### src/rtl/tap_ctrl_ir.sv
// IEEE 1149.1 TAP controller: 16-state FSM, one-hot state strobes and the
// instruction register (posedge shift stage, negedge update/latch and TDO).
module tap_ctrl_ir #(
  parameter int unsigned             IR_WIDTH         = 4,
  parameter logic [IR_WIDTH-1:0]     IR_RESET_VALUE   = 4'h7,
  parameter logic [IR_WIDTH-1:0]     IR_CAPTURE_VALUE = 4'b0001
) (
  input  logic                TCK,
  input  logic                TRST,
  input  logic                TMS,
  input  logic                TDI,
  output logic [3:0]          STATE,
  output logic                TLR,
  output logic                RTI,
  output logic                CAPTURE_DR,
  output logic                SHIFT_DR,
  output logic                UPDATE_DR,
  output logic                CAPTURE_IR,
  output logic                SHIFT_IR,
  output logic                UPDATE_IR,
  output logic [IR_WIDTH-1:0] LATCH_IR,
  output logic                IR_TDO,
  output logic                TDO_EN
);

  typedef enum logic [3:0] {
    S_TLR   = 4'hF, S_RTI   = 4'hC,
    S_SELDR = 4'h7, S_CAPDR = 4'h6, S_SHDR  = 4'h2, S_EX1DR = 4'h1,
    S_PAUDR = 4'h3, S_EX2DR = 4'h0, S_UPDDR = 4'h5,
    S_SELIR = 4'h4, S_CAPIR = 4'hE, S_SHIR  = 4'hA, S_EX1IR = 4'h9,
    S_PAUIR = 4'hB, S_EX2IR = 4'h8, S_UPDIR = 4'hD
  } tap_state_e;

  tap_state_e          state_q, state_d;
  logic [IR_WIDTH-1:0] ir_q, ir_d;
  logic [IR_WIDTH-1:0] latch_q, latch_d;
  logic                tdo_q, tdo_d;
  logic                tdo_en_q, tdo_en_d;

  always_comb begin
    state_d = state_q;
    unique case (state_q)
      S_TLR:   state_d = TMS ? S_TLR   : S_RTI;
      S_RTI:   state_d = TMS ? S_SELDR : S_RTI;
      S_SELDR: state_d = TMS ? S_SELIR : S_CAPDR;
      S_CAPDR: state_d = TMS ? S_EX1DR : S_SHDR;
      S_SHDR:  state_d = TMS ? S_EX1DR : S_SHDR;
      S_EX1DR: state_d = TMS ? S_UPDDR : S_PAUDR;
      S_PAUDR: state_d = TMS ? S_EX2DR : S_PAUDR;
      S_EX2DR: state_d = TMS ? S_UPDDR : S_SHDR;
      S_UPDDR: state_d = TMS ? S_SELDR : S_RTI;
      S_SELIR: state_d = TMS ? S_TLR   : S_CAPIR;
      S_CAPIR: state_d = TMS ? S_EX1IR : S_SHIR;
      S_SHIR:  state_d = TMS ? S_EX1IR : S_SHIR;
      S_EX1IR: state_d = TMS ? S_UPDIR : S_PAUIR;
      S_PAUIR: state_d = TMS ? S_EX2IR : S_PAUIR;
      S_EX2IR: state_d = TMS ? S_UPDIR : S_SHIR;
      S_UPDIR: state_d = TMS ? S_SELDR : S_RTI;
      default: state_d = S_TLR;
    endcase
  end

  // Shift stage acts on the posedge leaving Capture-IR / Shift-IR.
  always_comb begin
    ir_d = ir_q;
    unique case (state_q)
      S_TLR, S_CAPIR: ir_d = IR_CAPTURE_VALUE;
      S_SHIR:         ir_d = {TDI, ir_q[IR_WIDTH-1:1]};
      default:        ir_d = ir_q;
    endcase
  end

  always_ff @(posedge TCK or negedge TRST) begin
    if (!TRST) begin
      state_q <= S_TLR;
      ir_q    <= IR_CAPTURE_VALUE;
    end else begin
      state_q <= state_d;
      ir_q    <= ir_d;
    end
  end

  // Negedge side: instruction and TDO settle half a cycle before the next
  // posedge so downstream logic sees stable values.
  always_comb begin
    latch_d  = latch_q;
    tdo_d    = tdo_q;
    tdo_en_d = (state_q == S_SHDR) || (state_q == S_SHIR);
    if (state_q == S_UPDIR) latch_d = ir_q;
    if (state_q == S_TLR)   latch_d = IR_RESET_VALUE;
    if (state_q == S_SHIR)  tdo_d   = ir_q[0];
  end

  always_ff @(negedge TCK or negedge TRST) begin
    if (!TRST) begin
      latch_q  <= IR_RESET_VALUE;
      tdo_q    <= 1'b0;
      tdo_en_q <= 1'b0;
    end else begin
      latch_q  <= latch_d;
      tdo_q    <= tdo_d;
      tdo_en_q <= tdo_en_d;
    end
  end

  assign STATE      = state_q;
  assign TLR        = (state_q == S_TLR);
  assign RTI        = (state_q == S_RTI);
  assign CAPTURE_DR = (state_q == S_CAPDR);
  assign SHIFT_DR   = (state_q == S_SHDR);
  assign UPDATE_DR  = (state_q == S_UPDDR);
  assign CAPTURE_IR = (state_q == S_CAPIR);
  assign SHIFT_IR   = (state_q == S_SHIR);
  assign UPDATE_IR  = (state_q == S_UPDIR);
  assign LATCH_IR   = latch_q;
  assign IR_TDO     = tdo_q;
  assign TDO_EN     = tdo_en_q;

endmodule

### config.mk
export PLATFORM = sky130hd
export DESIGN_NAME = tap_ctrl_ir
export DESIGN_NICKNAME = d
export VERILOG_FILES = /design/src/rtl/tap_ctrl_ir.sv
export SDC_FILE = /design/constraint.sdc
export NUM_CORES = 1
export LEC_CHECK = 0
export ABC_AREA = 1
export CAP_MARGIN = 20
export CORE_MARGIN = 4
export CORE_UTILIZATION = 39
export DETAILED_ROUTE_END_ITERATION = 6
export PLACE_DENSITY = 0.76
export SETUP_SLACK_MARGIN = 0.5
export SKIP_LAST_GASP = 1
export SLEW_MARGIN = 20
export SYNTH_ARGS = -nofsm -noshare
export SYNTH_HDL_FRONTEND = slang
export SYNTH_SLANG_ARGS = --single-unit
### constraint.sdc
create_clock -name TCK -period 1.2 [get_ports TCK]
set_clock_uncertainty 0.1 [all_clocks]
set_input_delay 0.18 -clock TCK [delete_from_list [all_inputs] [get_ports TCK]]
set_output_delay 0.18 -clock TCK [all_outputs]
set_load 0.005 [all_outputs]
==> results.sh, run 1 <==
export IMPL_pin_count=22
export IMPL_synthFlopType="dfstp_2"
export IMPL_synth_compound_area_frac=0.0911
export IMPL_fp_dieH_um=50.0
export IMPL_syn_area_sq_um=687
export IMPL_root_buffer="clkbuf_4"
export IMPL_gp_congestion=0.798
export IMPL_syn_num_nets=89
export IMPL_synth_cells=85
export IMPL_yosysSeqAreaShare=0.525
export IMPL_synth_xor_area_frac=0
export IMPL_avgSynthCellArea_sq_um=8.08
export IMPL_dp_hpwl_mm=1.57
export IMPL_grt_max_degree=9
export IMPL_dp_worst_setup_slack_ns=-0.688
export IMPL_synth_mux_area_frac=0
export IMPL_worst_endpoint_kind="top-level output"
export IMPL_ys_types=17
export IMPL_async_flop_share=1.00
export IMPL_cts_max_level=1
export IMPL_synth_top_area_frac=0.306
export IMPL_synth_area_leaders="dfstp_2 (31%), nand2_1 (14%), dfrtn_1 (11%)"
export IMPL_numClockSinks=14
export IMPL_synth_edf_count=0
export IMPL_ys_warn_count=0
export IMPL_stop_stage="5_1_grt"
export IMPL_cts_made_buffers=3
export IMPL_num_rows=14
export IMPL_ys_seq_elements=14
export IMPL_worst_endpoint="LATCH_IR[1]"
export IMPL_synth_top_family_by_area="simple AND/OR/NAND/NOR gates"
export IMPL_start_util=0.436
export IMPL_port_buffers=21
export IMPL_status="aborted with a tool error"
export IMPL_synth_fa_ha_area_frac=0
export IMPL_placed_area_sq_um=1100
export IMPL_clockBufferDepth=2
export IMPL_yosysMostFrequentCell="nand2_1"
export IMPL_netlist_top_cells_count="nand2_1 (25), inv_1 (10), nor2_1 (9), dfstp_2 (8), o21ai_0 (6)"
export IMPL_stop_error="[ERROR DPL-0038] Utilization greater than 100%, impossible to legalize"
export IMPL_die_w_um=50.0
export IMPL_synth_simple_area_share=0.306
export IMPL_yosys_area_top_type="dfstp_2"
==> timing repair <==
item,in CTS
buffers inserted,29
resized for setup,135
hold endpoints to repair,3
pin swaps,12
endpoints found under the setup margin,38
==> logic make-up after synthesis <==
kind of cell           Yosys count
flip-flops                      14
AND/OR/NAND/NOR                 46
buffers and inverters           14
AO/OA/AOI/OAI                   11
==> metrics by stage <==
| step | cells | TNS [ns] |
|---|---|---|
| global placement | 145 | -14.14 |
| detailed placement | 145 | -14.84 |
| CTS | 180 | -14.21 |
| floorplan | 85 | -4.08 |
==> inputs of run 2 (changes only) <==
--- a/config.mk
+++ b/config.mk
@@ -7,11 +7,10 @@
 export LEC_CHECK = 0
 export ABC_AREA = 1
 export CAP_MARGIN = 20
-export CORE_MARGIN = 4
-export CORE_UTILIZATION = 39
+export CORE_AREA = 4 4 65 67
 export DETAILED_ROUTE_END_ITERATION = 6
-export PLACE_DENSITY = 0.76
-export SETUP_SLACK_MARGIN = 0.5
+export DIE_AREA = 0 0 69 71
+export PLACE_DENSITY_LB_ADDON = 0.15
 export SKIP_LAST_GASP = 1
 export SLEW_MARGIN = 20
 export SYNTH_ARGS = -nofsm -noshare
==> constraint.sdc (replaced) <==
create_clock -name TCK -period 1.6 [get_ports TCK]
set_clock_uncertainty 0.1 [all_clocks]
set_input_delay 0.24 -clock TCK [delete_from_list [all_inputs] [get_ports TCK]]
set_output_delay 0.24 -clock TCK [all_outputs]
set_load 0.005 [all_outputs]
==> run 2 against run 1 <==
Effect of this change:
- the flow now finishes, with violations (setup timing)
- synthesized area unchanged
- synthesized cell count unchanged
==> results.sh, run 2 <==
export IMPL_status="complete, but fails checks"
export IMPL_violations="setup timing"
export IMPL_synthFlopType="dfstp_2"
export IMPL_wl_mm=2.36
export IMPL_clkTransAtPathRegs_ns=0.06
export IMPL_ys_seq_elements=14
export IMPL_drt_iter0_markers=17
export IMPL_yosys_area_top_type="dfstp_2"
export IMPL_cap_violations=0
export IMPL_grt_first_pass_wirelength_mm=3.55
export IMPL_critPathArrivalTime_ns=1.73
export IMPL_async_flop_share=1.00
export IMPL_avgViaCountPerCell=4.01
export IMPL_clockBufferDepth=2
export IMPL_ys_warn_count=0
export IMPL_clock_latency_ns=0.24
export IMPL_netlist_top_cells_count="nand2_1 (25), inv_1 (10), nor2_1 (9), dfstp_2 (8), o21ai_0 (6)"
export IMPL_syn_num_nets=89
export IMPL_grt_pass1_vias=784
export IMPL_grt_max_degree=9
export IMPL_area_delta_synth_final_pct=122
export IMPL_synth_cells=85
export IMPL_layout_setup_ws_ns=-0.467
export IMPL_first_pass_iters=4
export IMPL_gr_total_overflow=0
export IMPL_synth_area_leaders="dfstp_2 (31%), nand2_1 (14%), dfrtn_1 (11%)"
export IMPL_worstPathRequired_ns=1.26
export IMPL_ir_worst_vdd_mv=0.719
export IMPL_start_util=0.189
export IMPL_dp_hpwl_mm=1.54
export IMPL_synth_edf_count=0
export IMPL_finalSetupViolCount=28
export IMPL_worst_pin_slew_ns=0.204
export IMPL_syn_area_sq_um=687
export IMPL_drive_gt1_frac=0.644
export IMPL_pin_count=22
export IMPL_leakage_nw=0.777
export IMPL_die_w_um=69
export IMPL_antenna_found_initial=0
export IMPL_final_core_util=0.419
export IMPL_wl_per_cell_um=11.3
export IMPL_root_buffer="clkbuf_8"
export IMPL_worst_path_max_fanout=2
export IMPL_slew_viol_final=0
export IMPL_cts_max_level=1
export IMPL_gp_congestion=0.723
export IMPL_cts_tree="built"
export IMPL_dp_worst_setup_slack_ns=-0.550
export IMPL_num_rows=22
export IMPL_report_final_hold_viol_count=0
export IMPL_final_design_area_no_fill_sq_um=1520
export IMPL_r2r_cells=5
export IMPL_critical_path_max_stage_delay_ns=0.53
export IMPL_avgSynthCellArea_sq_um=8.08
export IMPL_port_buffers=21
export IMPL_placed_area_sq_um=1130
export IMPL_vias=834
export IMPL_endpoint_kind="primary output"
export IMPL_ys_types=17
export IMPL_grt_use_total=0.0908
export IMPL_cts_hold_buf=0
export IMPL_crit_chain="buf_6"
export IMPL_fin_nets=165
export IMPL_rsz0062_at_grt="yes"
export IMPL_tns_ns=-6.35
export IMPL_crit_slowest_cell="dfstp_2"
export IMPL_die_area_sq_um=4900
export IMPL_critPathLaunchType="flip-flop"
export IMPL_drc=0
export IMPL_cts_made_buffers=3
export IMPL_fillCellCount=368
export IMPL_final_common_cell="buf_6"
export IMPL_fp_dieH_um=71
export IMPL_p_per_area_nw_per_um2=2090
export IMPL_synth_top_area_frac=0.306
export IMPL_numClockSinks=14
export IMPL_slew_headroom=0.863
export IMPL_path_class="reg -> out"
export IMPL_yosysMostFrequentCell="nand2_1"
export IMPL_worstHoldPathType="in -> async"
export IMPL_core_sq_um=3630
export IMPL_cp_depth=1
export IMPL_crit_buf_inv=1
export IMPL_antenna_left=0
export IMPL_crit_family="flip-flops"
export IMPL_n_antenna_cell=0
export IMPL_yosysSeqAreaShare=0.525
export IMPL_final_cell_mix="buf_6 (27), buf_4 (24), nand2_1 (22)"
-- run 2: final timing paths --
| path | startpoint | endpoint | slack (ns) |
|---|---|---|---|
| min reg2reg | IR_TDO | IR_TDO | 0.36 |
| max | LATCH_IR[0] | LATCH_IR[0] | -0.47 |
| min in group TCK | IR_TDO | IR_TDO | 0.36 |
| min | TRST | ir_q[2] | 0.33 |
| max in group asynchronous | TRST | LATCH_IR[2] | 0.28 |
| max reg2reg | STATE[3] | LATCH_IR[2] | -0.37 |
-- run 2: power breakdown --
part / internal [mW] / total, mW / switching (mW)
Combinational: 1.22 / 2.12 / 0.901
Sequential: 0.586 / 0.740 / 0.154
Clock: 0.186 / 0.325 / 0.139
Total: 1.99 / 3.18 / 1.19
-- run 2: timing repair --
| item | in CTS | in global routing |
|---|---|---|
| pin swaps | 7 | 6 |
| endpoints found under the setup margin | 24 | 29 |
| gates resized for setup | 93 | 35 |
| buffers inserted | 19 | 13 |
-- run 2: logic make-up after synthesis --
| group | Yosys count | synth area share |
|---|---|---|
| simple gates | 46 | 0.306 |
| flops | 14 | 0.525 |
| buf+inv | 14 | 0.0783 |
| compound gates | 11 | 0.0911 |
-- run 2: through the flow --
step | total power [mW] | cells | hold slack [ns]
2_1_floorplan | 1.26 | 85 | -0.156
3_3_place_gp | 2.05 | 176 | 0.333
5_1_grt | 3.41 | 208 | 0.361
6_report | 3.18 | 208 | 0.329
3_5_place_dp | 2.05 | 176 | 0.331
4_1_cts | 2.82 | 201 | 0.342
-- run 2: cell type report --
| type | instances | area (sq um) | area share |
|---|---|---|---|
| flip-flops and latches | 14 | 360 | 0.237 |
| well taps | 48 | 60.1 | 0.0394 |
| repair buffers | 69 | 618 | 0.406 |
| clock buffers | 4 | 45.0 | 0.0296 |
| multi-input cells | 57 | 374 | 0.246 |
| inverters | 13 | 53.8 | 0.0353 |
| clock inverters | 3 | 11.3 | 0.00740 |
-- run 2: routing by layer --
layer / track usage / routed length (um) / vias to the layer above
li1: - / - / 418
met1: 0.114 / 1010 / 392
met2: 0.146 / 1200 / 22
met4: 0.0325 / 36 / 0
met3: 0.0298 / 115 / 2
met5: 0 / 0 / -
No activity file was read; power rests on OpenSTA's default activity.
